--- src/rtl/reg_pipe.sv ---
// reg_pipe: elastic pipeline of DEPTH registered stages with a valid/ready
// handshake on both ends. Stalls fill empty stages first (bubble collapse).
// The module exports an occupancy count and has a synchronous flush.
module reg_pipe #(
  parameter int DATAWIDTH = 64,
  parameter int DEPTH     = 4
) (
  input  logic                         Clk,
  input  logic                         Rst,
  input  logic                         flush,
  input  logic                         in_valid,
  output logic                         in_ready,
  input  logic [DATAWIDTH-1:0]         d,
  output logic                         out_valid,
  input  logic                         out_ready,
  output logic [DATAWIDTH-1:0]         q,
  output logic [$clog2(DEPTH+1)-1:0]   count
);

  localparam int CW = $clog2(DEPTH+1);

  logic [DATAWIDTH-1:0] r_data [DEPTH];
  logic [DEPTH-1:0]     r_vld;
  logic [CW-1:0]        r_count;

  logic [DEPTH-1:0]     w_adv;
  logic                 w_in_xfer;
  logic                 w_out_xfer;

  // Advance chain from the output side back to the input side.
  // A stage may load when it is empty or when its successor advances.
  // The running OR avoids a self-referencing vector, which simulators and lint tools handle poorly.
  always_comb begin : adv_chain
    logic acc;
    acc   = out_ready;
    w_adv = '0;
    for (int i = DEPTH-1; i >= 0; i--) begin
      acc      = acc | ~r_vld[i];
      w_adv[i] = acc;
    end
  end

  // flush masks both handshakes, so no word enters or leaves in a flush cycle.
  assign in_ready   = w_adv[0] & ~flush;
  assign out_valid  = r_vld[DEPTH-1] & ~flush;
  assign w_in_xfer  = in_valid & in_ready;
  assign w_out_xfer = out_valid & out_ready;

  assign q     = r_data[DEPTH-1];
  assign count = r_count;

  // Valid bits: cleared by reset or flush, otherwise shift on advance.
  always_ff @(posedge Clk) begin
    if (!Rst) begin
      r_vld <= '0;
    end else if (flush) begin
      r_vld <= '0;
    end else begin
      if (w_adv[0]) r_vld[0] <= w_in_xfer;
      for (int i = 1; i < DEPTH; i++) begin
        if (w_adv[i]) r_vld[i] <= r_vld[i-1];
      end
    end
  end

  // Data registers: load on advance regardless of valid. Only reset clears them; flush does not.
  always_ff @(posedge Clk) begin
    if (!Rst) begin
      for (int i = 0; i < DEPTH; i++) r_data[i] <= '0;
    end else begin
      if (w_adv[0]) r_data[0] <= d;
      for (int i = 1; i < DEPTH; i++) begin
        if (w_adv[i]) r_data[i] <= r_data[i-1];
      end
    end
  end

  // Occupancy: tracks the next-state population of the valid bits.
  always_ff @(posedge Clk) begin
    if (!Rst) begin
      r_count <= '0;
    end else if (flush) begin
      r_count <= '0;
    end else if (w_in_xfer && !w_out_xfer) begin
      r_count <= r_count + CW'(1);
    end else if (w_out_xfer && !w_in_xfer) begin
      r_count <= r_count - CW'(1);
    end
  end

endmodule
--- config.mk ---
export PLATFORM = sky130hd
export DESIGN_NAME = reg_pipe
export DESIGN_NICKNAME = d
export VERILOG_FILES = /design/src/rtl/reg_pipe.sv
export SDC_FILE = /design/constraint.sdc
export NUM_CORES = 1
export LEC_CHECK = 0
export ABC_AREA = 1
export CORE_MARGIN = 5
export CORE_UTILIZATION = 30
export CTS_BUF_LIST = sky130_fd_sc_hd__clkbuf_4 sky130_fd_sc_hd__clkbuf_8
export DETAILED_ROUTE_END_ITERATION = 8
export SLEW_MARGIN = 20
export SYNTH_ARGS = -nofsm -noshare
export SYNTH_HDL_FRONTEND = slang
export SYNTH_SLANG_ARGS = --single-unit
--- constraint.sdc ---
create_clock -name Clk -period 4.26 [get_ports Clk]
set_input_delay 1.065 -clock Clk [delete_from_list [all_inputs] [get_ports Clk]]
set_output_delay 1.065 -clock Clk [all_outputs]
set_load 0.03 [all_outputs]
==> results.json <==
{
  "area_growth_pct": 20.3,
  "cts_made_buffers": 45,
  "io_buffers": 137,
  "crit_path_end_kind": "output pin",
  "postCtsHoldBufs": 0,
  "initialDrtViolationCount": 209,
  "nNetsFinal": 1085,
  "place_area_um2": 12100,
  "crit_chain": "clkdlybuf4s50_1, nor2_2, nand4_2, nand2_1, inv_1, clkdlybuf4s50_1",
  "peakVddDrop_mv": 0.174,
  "grt_pass1_vias": 5843,
  "synth-xor-area-share_pct": 0.0812,
  "synth.cell_area_um2": 10800,
  "cp-start-kind": "input pin",
  "core_um2": 35500,
  "cpPeakStageDelay_ns": 0.58,
  "post_cts_buffers": 0,
  "firstDrtPassIters": 5,
  "worstPathRequired_ns": 3.19,
  "routed_wl_mm": 17.4,
  "synth-simple-area-share_pct": 10.5,
  "dpl.cell_count": 1428,
  "clock-sinks": 263,
  "maxCapViolations": 0,
  "hold_class": "reg -> reg",
  "grt_start_max_net_pins": 65,
  "yosys.area.top_type": "edfxtp_1",
  "dp_slack_ns": 0.567,
  "worst_slew_pin_slew_ns": 0.863,
  "final.min_clock_period_ns": 3.69,
  "worst_slack_ns": 0.565,
  "grt_use_total_pct": 9.06,
  "io_pins": 138,
  "finClkSkew_ns": 0.0180,
  "synthTopCellsByCount": "inv_1, edfxtp_1, nor2_1, buf_4, buf_6",
  "leakage_nw": 5.39,
  "cp_max_fo": 3,
  "grt_first_pass_wirelength_mm": 28.7,
  "cp.arrival_ns": 2.63,
  "slew_headroom_pct": 42.4,
  "power_density_nw_per_um2": 411,
  "synth_edf_count": 256,
  "muxShareOfSynthArea_pct": 0,
  "synth_compound_area_share_pct": 0.406,
  "diodes": 0,
  "finalPower_mw": 5.33,
  "synth_ff_type": "edfxtp_1",
  "maxSlewViolCount": 0,
  "antenna_found_initial": 0,
  "clock.fmax_ghz": 0.271,
  "fin_area_um2": 13000,
  "status": "complete, no violations",
  "syn_avg_cell_area_um2": 11.8,
  "instances_no_fill": 1508,
  "cts_buffer_depth": 3,
  "cts_resized": 0,
  "finalHoldViolCount": 0,
  "synth_area_leaders": "edfxtp_1, inv_1, nor2_1",
  "place.gp.congestion": 0.717,
  "syn_inst": 913,
  "path_class": "in -> out",
  "synthAdderAreaFrac_pct": 0.302,
  "async_flop_share_pct": 0,
  "remaining_drc_errors": 0,
  "via_per_inst": 3.73,
  "rsz0062_at_grt": "no",
  "synth_top_family_by_area": "buffers and inverters",
  "cts_root_buffer": "clkbuf_8",
  "insertion_delay_ns": 0.55,
  "start_util_pct": 30.4,
  "synthDistinctLibCells": 23,
  "clk_pin_slew_worst_paths_ns": 0.05,
  "setup_viol": 0,
  "cpMostUsedCell": "clkdlybuf4s50_1",
  "die_y_um": 200,
  "fp-row-count": 69,
  "h-tree-depth": 2,
  "min_period_over_period_pct": 86.7,
  "dp_hpwl_mm": 11.6,
  "drive_gt1_share_pct": 9.46,
  "postRouteAntennaNets": 0,
  "fp.dieW_um": 200,
  "syn_nets": 984,
  "ys_ff_latch": 263,
  "synth_top_area_share_pct": 71.3,
  "slowest_stage": "clkdlybuf4s50_1",
  "yosysMostFrequentCell": "inv_1",
  "yosys_warnings": 0,
  "die-area_um2": 39800,
  "cts_tree": "done",
  "overflow": 0,
  "fin_tns_setup_ns": 0,
  "num_vias": 5619,
  "yosysSeqAreaShare_pct": 72.6,
  "routedWlPerCell_um": 11.5
}
-- metal layers --
metal | up-vias | track usage [%] | share of wire (%)
met5 | - | 0 | 0
met4 | 0 | 4.23 | 3.4
met3 | 44 | 2.21 | 4.6
met1 | 2574 | 10.5 | 40
li1 | 2894 | - | -
met2 | 107 | 15.8 | 52
-- worst max-delay path: cells and delay by family --
kind,cells,cell delay (ns)
AND/OR/NAND/NOR,3,0.48
buffers and inverters,3,1.07
-- placed cells by master, fill, tap and decap left out, drive strengths merged --
| cell type | synthesis | final |
|---|---|---|
| ha | 1 | 1 |
| o21ai | 1 | 1 |
| inv | 269 | 269 |
| nand3 | 2 | 2 |
| o21a | 1 | 1 |
| buf | 89 | 6 |
| a21oi | 4 | 4 |
| clkinvlp | 0 | 3 |
| nor2 | 262 | 262 |
| clkbuf | 0 | 66 |
| dfxtp | 7 | 7 |
| clkinv | 0 | 11 |
| fa | 1 | 1 |
| edfxtp | 256 | 256 |
| clkdlybuf4s50 | 0 | 137 |
| xor2 | 1 | 1 |
| nand2 | 16 | 16 |
| nand4 | 3 | 3 |
-- final cells by class --
| cell class | instances | area (um^2) |
|---|---|---|
| Fill cell | 3496 | 22500 |
| Sequential cell | 263 | 7830 |
| Timing Repair Buffer | 143 | 1430 |
| Multi-Input combinational cell | 292 | 1250 |
| Inverter | 269 | 1010 |
| Clock buffer | 66 | 802 |
| Tap cell | 461 | 577 |
| Clock inverter | 14 | 71.3 |
-- worst paths after layout --
kind | cells past startpoint | slack [ns] | startpoint | end
min reg2reg | 2 | 0.52 | r_vld[0] | r_vld[1]
max | 6 | 0.57 | out_ready | in_ready
max reg2reg | 10 | 2.35 | r_vld[3] | count[1]
min | 2 | 0.52 | r_vld[0] | r_vld[1]
-- power by group --
part	switching, mW	total [mW]	internal, mW
sequential	0.0228	2.93	2.91
clock	0.944	2.15	1.20
combinational	0.135	0.251	0.116
-- kinds of logic (layout without fill, tap and decap cells) --
group	Yosys count	count (layout)
buf+inv	358	492
flops	263	263
xor+xnor	1	1
simple gates	283	283
fa+ha+maj	2	2
compound gates	6	6
-- sequential cells by signal (all words and copies together) (netlist names) --
name,flops
r_vld,4
r_data,256
count,3
-- through the flow --
step	util [%]	hold WS, ns
2_1_floorplan	-	0.456
3_3_place_gp	34.1	0.479
3_5_place_dp	34.1	0.499
4_1_cts	36.5	0.507
5_1_grt	36.5	0.546
6_report	36.5	0.515
Power figures use the tool's default switching activity.
